<file path="src/rtl/port_pkg.sv">
// Shared types and defaults for the switch port requester.
package port_pkg;

    localparam int DATA_W_DEF = 8;
    localparam int DEPTH_DEF  = 4;
    localparam int STARVE_W   = 16;

    typedef enum logic {
        IDLE = 1'b0,
        PKT  = 1'b1
    } state_t;

endpackage

</file>
<file path="src/rtl/req_fifo.sv">
// Flit FIFO for the port requester: payload plus last bit, no bypass.
module req_fifo
    import port_pkg::*;
#(
    parameter int DATA_W = DATA_W_DEF,
    parameter int DEPTH  = DEPTH_DEF
) (
    input  logic              clk,
    input  logic              rst_n,
    input  logic              push,
    input  logic [DATA_W-1:0] wdata,
    input  logic              wlast,
    input  logic              pop,
    output logic [DATA_W-1:0] rdata,
    output logic              rlast,
    output logic              empty,
    output logic              full
);

    localparam int AW = $clog2(DEPTH);

    logic [DATA_W:0] mem [DEPTH];
    logic [AW-1:0]   wr_ptr;
    logic [AW-1:0]   rd_ptr;
    logic [AW:0]     count;
    logic            do_push;
    logic            do_pop;

    assign empty   = (count == '0);
    assign full    = (count == (AW+1)'(DEPTH));
    assign do_push = push && !full;
    assign do_pop  = pop && !empty;

    assign rdata = mem[rd_ptr][DATA_W-1:0];
    assign rlast = mem[rd_ptr][DATA_W];

    // Pointers wrap naturally since DEPTH is a power of two.
    always_ff @(posedge clk or negedge rst_n) begin
        if (!rst_n) begin
            wr_ptr <= '0;
            rd_ptr <= '0;
            count  <= '0;
        end else begin
            if (do_push) wr_ptr <= wr_ptr + AW'(1);
            if (do_pop)  rd_ptr <= rd_ptr + AW'(1);
            unique case ({do_push, do_pop})
                2'b10:   count <= count + (AW+1)'(1);
                2'b01:   count <= count - (AW+1)'(1);
                default: count <= count;
            endcase
        end
    end

    always_ff @(posedge clk) begin
        if (do_push) mem[wr_ptr] <= {wlast, wdata};
    end

endmodule

</file>
<file path="src/rtl/port_requester.sv">
// Switch input port: flit FIFO, packet-lock FSM and arbiter request.
// Optional PORT_STARVE_CNT_EN adds a saturating starvation counter.
module port_requester
    import port_pkg::*;
#(
    parameter int DATA_W = DATA_W_DEF,
    parameter int DEPTH  = DEPTH_DEF
) (
    input  logic                clk,
    input  logic                rst_n,
    input  logic                in_valid,
    input  logic [DATA_W-1:0]   in_data,
    input  logic                in_last,
    output logic                in_ready,
    output logic                req,
    input  logic                block,
    output logic                out_valid,
    output logic [DATA_W-1:0]   out_data,
    output logic                out_last,
    output logic                pkt_active
`ifdef PORT_STARVE_CNT_EN
    ,
    output logic [STARVE_W-1:0] starve_cnt
`endif
);

    state_t              state_q;
    state_t              state_d;
    logic                empty;
    logic                full;
    logic                grant;
    logic [DATA_W-1:0]   head_data;
    logic                head_last;

    req_fifo #(
        .DATA_W (DATA_W),
        .DEPTH  (DEPTH)
    ) u_fifo (
        .clk   (clk),
        .rst_n (rst_n),
        .push  (in_valid && in_ready),
        .wdata (in_data),
        .wlast (in_last),
        .pop   (grant),
        .rdata (head_data),
        .rlast (head_last),
        .empty (empty),
        .full  (full)
    );

    assign in_ready = !full;

    // A non-empty FIFO always implies req, so grant needs only these two.
    assign grant = !empty && !block;

    always_ff @(posedge clk or negedge rst_n) begin
        if (!rst_n) state_q <= IDLE;
        else        state_q <= state_d;
    end

    always_comb begin
        state_d    = state_q;
        req        = !empty;
        pkt_active = 1'b0;
        out_valid  = grant;
        out_data   = '0;
        out_last   = 1'b0;
        if (grant) begin
            out_data = head_data;
            out_last = head_last;
        end
        unique case (state_q)
            IDLE: begin
                if (grant && !head_last) state_d = PKT;
            end
            PKT: begin
                req        = 1'b1;
                pkt_active = 1'b1;
                if (grant && head_last) state_d = IDLE;
            end
            default: state_d = IDLE;
        endcase
    end

`ifdef PORT_STARVE_CNT_EN
    always_ff @(posedge clk or negedge rst_n) begin
        if (!rst_n) begin
            starve_cnt <= '0;
        end else if (grant) begin
            starve_cnt <= '0;
        end else if (req && block && (starve_cnt != '1)) begin
            starve_cnt <= starve_cnt + STARVE_W'(1);
        end
    end
`endif

endmodule

</file>
<file path="config.mk">
export PLATFORM = sky130hd
export DESIGN_NAME = port_requester
export DESIGN_NICKNAME = d
export VERILOG_FILES = /design/src/rtl/port_pkg.sv /design/src/rtl/req_fifo.sv /design/src/rtl/port_requester.sv
export SDC_FILE = /design/constraint.sdc
export NUM_CORES = 1
export LEC_CHECK = 0
export ABC_AREA = 0
export CAP_MARGIN = 20
export CORE_UTILIZATION = 40
export DETAILED_ROUTE_END_ITERATION = 10
export PLACE_DENSITY = 0.61
export SYNTH_ARGS = -nofsm -noshare
export SYNTH_HDL_FRONTEND = slang
export SYNTH_SLANG_ARGS = --single-unit
</file>
<file path="constraint.sdc">
create_clock -name clk -period 2.2 [get_ports clk]
set_input_delay 0.22 -clock clk [delete_from_list [all_inputs] [get_ports clk]]
set_output_delay 0.22 -clock clk [all_outputs]
set_load 0.01 [all_outputs]
</file>
==> summary.md, run 1 <==
| Metric | Value |
|---|---|
| Layout Area Growth over Synthesis | `26.5%` |
| Period Utilization, post-route | `97.2%` |
| Seq pwr share | `44.7%` |
| Sw Ratio | `29.6%` |
| Power per cell area | `1220 nW/um2` |
| Post-Layout Cell Count | `190` |
| Clock network fraction of design power | `16.9%` |
| Final Skew | `0.00666 ns` |
| Lkg Pwr | `0.964 nW` |
| DR vias/cell | `4.96` |
| Worst skew pair latency | `0.29 ns` |
| CP top delay family | `simple AND/OR/NAND/NOR gates` |
| DP Cell Count | `176` |
| Tmin final | `2.14 ns` |
| Post-layout net count | `156` |
| Multi-input gate area | `510 um2` |
| Die height | `69.6 um` |
| Die Wd | `69.6 um` |
| Die area | `4840 um2` |
| Worst path bufs/invs | `2` |
| Clock root buffer | `clkbuf_8` |
| FF+latch count, synth | `44` |
| Crit Reg-Reg Startpoint | `u_fifo.count[0]$_DFFE_PN0P_` |
| Iter 0 DRT Violations | `66` |
| Clk pin slew, worst setup/hold paths | `0.08 ns` |
| Register area share after synthesis | `70.2%` |
| Max-cap viol count | `0` |
| Largest stage delay, worst path | `0.42 ns` |
| Vias in the first global route | `1,027` |
| Via count | `942` |
| Mean cell area of the mapped netlist | `18.4 um2` |
| Total power | `2.81 mW` |
| Total area of sequential cells | `1280 um2` |
| Net count after synthesis | `118` |
| I/O pin cnt | `26` |
| Largest net degree at the start of global routing | `14` |
| Post-DR wirelength/cell | `16.1 um` |
| Initial Util | `41.6%` |
| R2R Setup Slk | `0.06 ns` |
| Comb power frac | `38.4%` |
| Reg2reg path depth | `9` |
| IO buf count | `25` |
| Worst setup startpoint | `u_fifo.count[0]$_DFFE_PN0P_` |
| Startpoint Class | `flip-flop` |
| Routability congestion estimate | `0.697` |
| Drt drc | `0` |
| First-pass GRT wire length | `5.11 mm` |
| CP Depth | `9` |
| Antenna viol nets, final | `0` |
| HPWL after DPL | `2.08 mm` |
| Crit path DAT | `2.36 ns` |
| Cts bufs inserted | `5` |
| Cells after Synth | `99` |
| Slew at the pin with the worst max-slew slack | `0.390 ns` |
| Slowest cell on the critical path | `or3b_4` |
| Worst-path fanout max | `3` |
| Status | `complete, no violations` |
| Core area | `4380 um2` |
| Pint | `1.98 mW` |
| Setup violators final | `0` |
| Ordered list of cells on the worst path | `or3b_4, and2_4, inv_1, ha_2, inv_1, fa_2, xor2_1, nor2_1, xor2_1` |
| Antenna diodes | `0` |
| WS Path Type | `flip-flop to flip-flop` |
| Grt ovf | `0` |
| Pre-Repair DR Iteration Count | `4` |
| Switching power | `0.832 mW` |
| Yosys warnings | `0` |
| H-tree levels | `2` |
| Row count | `24` |
| Sink Count | `44` |
| Max IR drop VDD | `0.000710 V` |
| Final hold violation count | `0` |
| Final Slew Violations | `0` |
| Worst r2r dst | `u_fifo.count[2]$_DFFE_PN0P_` |
| Initial antenna violation count | `0` |
| Crit path to | `u_fifo.count[2]$_DFFE_PN0P_` |
| Filler cells | `367` |
| CP Capture Type | `flip-flop` |
| Max Buffers Root-to-Sink | `2` |
| Post-synthesis cell area | `1830 um2` |
| Cell variety after synth | `19` |
| Critical path required time | `2.42 ns` |
| Overall Global Routing Usage | `14.7%` |
| CTS tree | `built` |
| Worst hold-check path type | `input port to asynchronous set/reset pin` |
| WL final | `3.07 mm` |
| Share of cells above drive strength 1 | `25.4%` |
| Fmax | `468 MHz` |
| Rel. slew slack | `73.9%` |
power by group through the flow:
stage / combinational [mW] / clock [mW] / sequential, mW
2_1_floorplan: 0.688 / 0 / 1.21
3_3_place_gp: 1.01 / 0 / 1.26
3_5_place_dp: 1.03 / 0 / 1.27
4_1_cts: 1.04 / 0.489 / 1.26
5_1_grt: 1.20 / 0.521 / 1.29
6_report: 1.08 / 0.474 / 1.26
per-layer routing:
| metal | part of all wire [%] | track usage [%] | up-vias |
|---|---|---|---|
| li1 | - | - | 440 |
| met5 | 0 | 0 | - |
| met2 | 50 | 23.8 | 19 |
| met3 | 4.0 | 3.63 | 7 |
| met1 | 43 | 18.1 | 476 |
| met4 | 2.5 | 8.16 | 0 |
worst register-to-register path, stage by stage, from the launching register on:
cell     delay [ns]
dfrtp_1        0.41
or3b_4         0.42
and2_4         0.18
inv_1          0.05
ha_2           0.17
inv_1          0.05
fa_2           0.33
xor2_1         0.14
nor2_1         0.14
xor2_1         0.16
final cells by class:
cell class | instances | share of cell area [%]
clock buffer | 7 | 3.30
clock inverter | 1 | 0.217
inverter | 8 | 1.30
multi-input combinational | 44 | 22.1
sequential | 44 | 55.5
tap | 52 | 2.82
timing repair buffer | 34 | 14.7
metrics by stage:
stage	utilization [%]	TNS (ns)	setup slack, ns	cell area (um2)	hold WS [ns]
after detailed placement	49.0	0	0.0388	2150	0.479
final	52.7	0	0.0614	2310	0.211
after CTS	51.0	0	0.00000822	2230	0.219
after global routing	52.7	-0.0103	-0.0103	2310	0.241
after global placement	49.0	0	0.111	2150	0.474
after floorplan	-	0	0.134	1830	-0.0756
worst min path at each step:
stage	start	end	cells after the start
floorplan	rst_n	asynchronous set/reset pin	0
global placement	u_fifo.count[2]$_DFFE_PN0P_	u_fifo.count[2]$_DFFE_PN0P_	1
detailed placement	u_fifo.count[2]$_DFFE_PN0P_	u_fifo.count[2]$_DFFE_PN0P_	1
CTS	rst_n	u_fifo.rd_ptr[0]$_DFFE_PN0P_	1
global route	rst_n	u_fifo.count[0]$_DFFE_PN0P_	1
finish	rst_n	u_fifo.count[0]$_DFFE_PN0P_	1
flip-flops by register name, summed over array words and instances (netlist names), named ones only:
name / count
u_fifo.mem: 36
u_fifo.count: 3
u_fifo.rd_ptr: 2
u_fifo.wr_ptr: 2
placed cells by master (no fill, tap or decap):
master,instances
and2_1,9
and2_4,1
and3_2,4
buf_4,8
buf_6,1
clkbuf_1,2
clkbuf_8,5
clkdlybuf4s50_1,16
clkinv_2,1
dfrtp_1,7
dfrtp_2,1
dlygate4sd2_1,1
dlymetal6s2s_1,8
edfxtp_1,36
fa_2,1
ha_1,4
ha_2,1
inv_1,8
mux2_4,1
mux2i_1,2
mux4_2,9
nand2_1,1
nor2_1,2
nor3_1,1
nor3_2,1
or3b_4,1
xnor2_1,3
xor2_1,3
Yosys cell counts:
| master | number | share of area [%] |
|---|---|---|
| ha_1 | 5 | 3.4 |
| nor2_1 | 2 | 0.41 |
| or3b_4 | 1 | 0.62 |
| xnor2_1 | 3 | 1.4 |
| mux2_4 | 1 | 0.82 |
| mux4_2 | 9 | 11 |
| inv_1 | 8 | 1.6 |
| buf_1 | 1 | 0.21 |
| buf_2 | 2 | 0.55 |
| fa_1 | 1 | 1.1 |
| nor3_1 | 2 | 0.55 |
| and3_2 | 4 | 1.6 |
| nand2_1 | 1 | 0.21 |
| and2_1 | 9 | 3.1 |
| and2_4 | 1 | 0.48 |
| mux2i_1 | 2 | 1.1 |
| dfrtp_1 | 8 | 11 |
| edfxtp_1 | 36 | 59 |
| xor2_1 | 3 | 1.4 |
cells by family (layout without fill, tap and decap cells):
family / Yosys count / count (layout) / share of synthesized area, %
flip-flops: 44 / 44 / 70.2
multiplexers: 12 / 12 / 13.0
AND/OR/NAND/NOR: 20 / 20 / 6.99
buffers and inverters: 11 / 50 / 2.40
adder cells (fa/ha/maj): 6 / 6 / 4.52
XOR/XNOR: 6 / 6 / 2.88
timing repair:
action | in CTS | in global routing
endpoints found under the setup margin | 8 | 9
pin swaps | 0 | 2
hold buffers | 0 | 0
buffers inserted | 0 | 6
resized for setup | 3 | 11
Power figures use the tool's default switching activity.
==> run 2: changes to the inputs <==
--- a/config.mk
+++ b/config.mk
@@ -5,11 +5,10 @@
 export SDC_FILE = /design/constraint.sdc
 export NUM_CORES = 1
 export LEC_CHECK = 0
-export ABC_AREA = 0
 export CAP_MARGIN = 20
-export CORE_UTILIZATION = 40
+export CORE_UTILIZATION = 30
 export DETAILED_ROUTE_END_ITERATION = 10
-export PLACE_DENSITY = 0.61
+export PLACE_DENSITY = 0.48
 export SYNTH_ARGS = -nofsm -noshare
 export SYNTH_HDL_FRONTEND = slang
 export SYNTH_SLANG_ARGS = --single-unit
==> run 2 against run 1 <==
Compared with the run above:
- total power increased by 4.4%
- maximum frequency shrank 1.1%
- combinational power is essentially flat
- clock power increased by 33%
- wire length increased by 2.5%
- cell area rose by 0.92%
- worst hold slack worse by 0.018 ns
- sequential power about the same
- utilization fell by 13 points
- count of clock-buffer cells in the layout decreased by 2
- critical path type unchanged
- critical endpoint unchanged
- largest cell class unchanged
- highest routed layer unchanged
==> summary.md, run 2 (synthesis gave the netlist of run 1 again) <==
| Metric | Value |
|---|---|
| Status | `complete, no violations` |
| Fin util | `39.6% (-13 points)` |
| CTS tree | `built` |
| Lkg Pwr | `0.877 nW (-9.1%)` |
| Final hold violation count | `0 (unchanged)` |
| Antenna viol nets, final | `0 (unchanged)` |
| Layout Area Growth over Synthesis | `27.7%` |
| Largest net degree at the start of global routing | `16 (+2)` |
| Most common cell after layout, fill and taps aside | `edfxtp_1` |
| Placed Area | `2190 um2 (+1.7%)` |
| Place WS | `0.0410 ns (+0.00221 ns)` |
| Ordered list of cells on the worst path | `or3b_4, and2_4, inv_1, ha_2, inv_1, fa_1, xor2_1, nor2_1, xor2_1` |
| Antenna diodes | `0 (unchanged)` |
| Startpoint Class | `flip-flop` |
| Worst-path fanout max | `6 (+3)` |
| Clock root buffer | `clkbuf_8` |
| Setup WS post-layout | `0.0383 ns (-0.0230 ns)` |
| Filler cells | `553 (+51%)` |
| TNS Setup | `0 ns (unchanged)` |
| Tmin final | `2.16 ns (+0.0230 ns)` |
| Final Slew Violations | `0 (unchanged)` |
| WL final | `3.14 mm (+2.5%)` |
| CP Capture Type | `flip-flop` |
| Drt drc | `0 (unchanged)` |
| Worst skew pair latency | `0.30 ns (about the same)` |
| Largest stage delay, worst path | `0.43 ns (about the same)` |
| Largest register by flop count | `u_fifo.mem` |
| Slowest cell on the critical path | `or3b_4` |
| Fmax | `463 MHz (-1.1%)` |
| Worst path bufs/invs | `2 (unchanged)` |
| Sink Count | `44 (unchanged)` |
| Critical path required time | `2.43 ns (about the same)` |
| Cts bufs inserted | `5 (unchanged)` |
| Max IR drop VDD | `0.000523 V (-26%)` |
| Worst hold-check path type | `input port to asynchronous set/reset pin` |
| Final Skew | `0.00985 ns (+0.00319 ns)` |
| Slew at the pin with the worst max-slew slack | `0.374 ns (-0.0160 ns)` |
| I/O pin cnt | `26 (unchanged)` |
| IO buf count | `25 (unchanged)` |
| Share of cells above drive strength 1 | `25.5% (+0.19 points)` |
| First-pass GRT wire length | `5.02 mm (-1.8%)` |
| Via count | `902 (-4.2%)` |
| Routability congestion estimate | `0.706 (+1.4%)` |
| Period Utilization, post-route | `98.3% (+1.0 points)` |
| Max reg flops | `36 (unchanged)` |
| Clk pin slew, worst setup/hold paths | `0.09 ns (about the same)` |
| Total area of sequential cells | `1280 um2 (about the same)` |
| Iter 0 DRT Violations | `41 (-38%)` |
| Crit path DAT | `2.39 ns (+0.03 ns)` |
| Hold Worst Slack | `0.193 ns (-0.0176 ns)` |
| Grt ovf | `0 (unchanged)` |
| Rel. slew slack | `75.0% (+1.1 points)` |
| Max-cap viol count | `0 (unchanged)` |
| Core area | `5890 um2 (+34%)` |
| Power per cell area | `1260 nW/um2 (+3.4%)` |
| Vias in the first global route | `989 (-3.7%)` |
| Die Wd | `80.0 um (+15%)` |
| RSZ-0062 raised after global routing | `true` |
| Max Buffers Root-to-Sink | `2 (unchanged)` |
| CP top delay family | `simple AND/OR/NAND/NOR gates` |
| Initial Util | `31.0% (-11 points)` |
| Die area | `6400 um2 (+32%)` |
| HPWL after DPL | `2.15 mm (+3.3%)` |
| H-tree levels | `2 (unchanged)` |
| Row count | `28 (+17%)` |
| Top flop regs | `u_fifo.mem: 36 flops, u_fifo.count: 3 flops` |
| Initial antenna violation count | `0 (unchanged)` |
| Overall Global Routing Usage | `11.4% (-3.3 points)` |
| Most frequent cells in the layout | `36 x edfxtp_1, 18 x clkdlybuf4s50_1, 9 x mux4_2, 9 x and2_1, 8 x inv_1` |
| Multi-input gate area | `503 um2 (-1.5%)` |
| Post-DR wirelength/cell | `14.8 um (-8.1%)` |
| Die height | `80.0 um (+15%)` |
| WS Path Type | `flip-flop to flip-flop` |
| Setup violators final | `0 (unchanged)` |
| Post-layout net count | `155 (-0.64%)` |
| Fin area | `2330 um2 (+0.92%)` |
| DR vias/cell | `4.25 (-14%)` |
| Pre-Repair DR Iteration Count | `4 (unchanged)` |
==> run 2: changes by cell type in the layout (fill, tap and decap cells not counted), moves of 2 or more <==
cell	delta
clkbuf_1	-2
dlymetal6s2s_1	-8
dlygate4sd2_1	+6
clkdlybuf4s50_1	+2
==> run 2: cell type report <==
type | instances | area share, %
timing repair buffer | 33 | 13.1
inverter | 8 | 1.29
sequential | 44 | 55.1
clock inverter | 3 | 1.99
clock buffer | 5 | 2.95
multi-input combinational | 44 | 21.6
tap | 75 | 4.03
==> run 2: what timing repair did <==
action,in CTS,in global routing
gates resized for setup,10,1
endpoints found under the setup margin,9,3
pin swaps,0,2
buffers inserted,1,3
hold endpoints to repair,0,0
hold buffers,0,0
==> run 2: path summary, 6_finish.rpt <==
check                                            start                            to  slack [ns]  cells after the start
hold / removal                                   rst_n   u_fifo.count[1]$_DFFE_PN0P_        0.19                      1
max in group asynchronous                        rst_n  u_fifo.rd_ptr[0]$_DFFE_PN0P_        1.71                      1
setup / recovery           u_fifo.count[0]$_DFFE_PN0P_   u_fifo.count[2]$_DFFE_PN0P_        0.04                      9
setup reg to reg           u_fifo.count[0]$_DFFE_PN0P_   u_fifo.count[2]$_DFFE_PN0P_        0.04                      9
hold reg to reg            u_fifo.count[2]$_DFFE_PN0P_   u_fifo.count[2]$_DFFE_PN0P_        0.50                      1
min in group clk           u_fifo.count[2]$_DFFE_PN0P_   u_fifo.count[2]$_DFFE_PN0P_        0.50                      1
==> run 2: per-layer routing <==
layer	up-vias	track usage, %	routed length [um]
met2	17	19.6	1620
met1	440	12.9	1360
met5	-	0	0
met3	7	3.77	105
li1	438	-	-
met4	0	4.82	53
==> run 2: per-stage QoR <==
step / std cells / power, mW
after global routing: 212 / 3.12
after global placement: 200 / 2.31
final: 212 / 2.94
after detailed placement: 200 / 2.33
after CTS: 209 / 2.94
after floorplan: 99 / 1.90
==> run 2: report_power, final <==
group | total [mW] | switching, mW | internal, mW
sequential | 1.26 | 0.125 | 1.13
clock | 0.629 | 0.287 | 0.342
combinational | 1.05 | 0.450 | 0.599
total | 2.94 | 0.861 | 2.07
==> run 3: changes to the inputs <==
--- a/config.mk
+++ b/config.mk
@@ -9,6 +9,7 @@
 export CORE_UTILIZATION = 30
 export DETAILED_ROUTE_END_ITERATION = 10
 export PLACE_DENSITY = 0.48
+export SLEW_MARGIN = 10
 export SYNTH_ARGS = -nofsm -noshare
 export SYNTH_HDL_FRONTEND = slang
 export SYNTH_SLANG_ARGS = --single-unit
==> results of run 3 <==
Same layout as run 2: the final DEF is identical, and so are final timing and power.
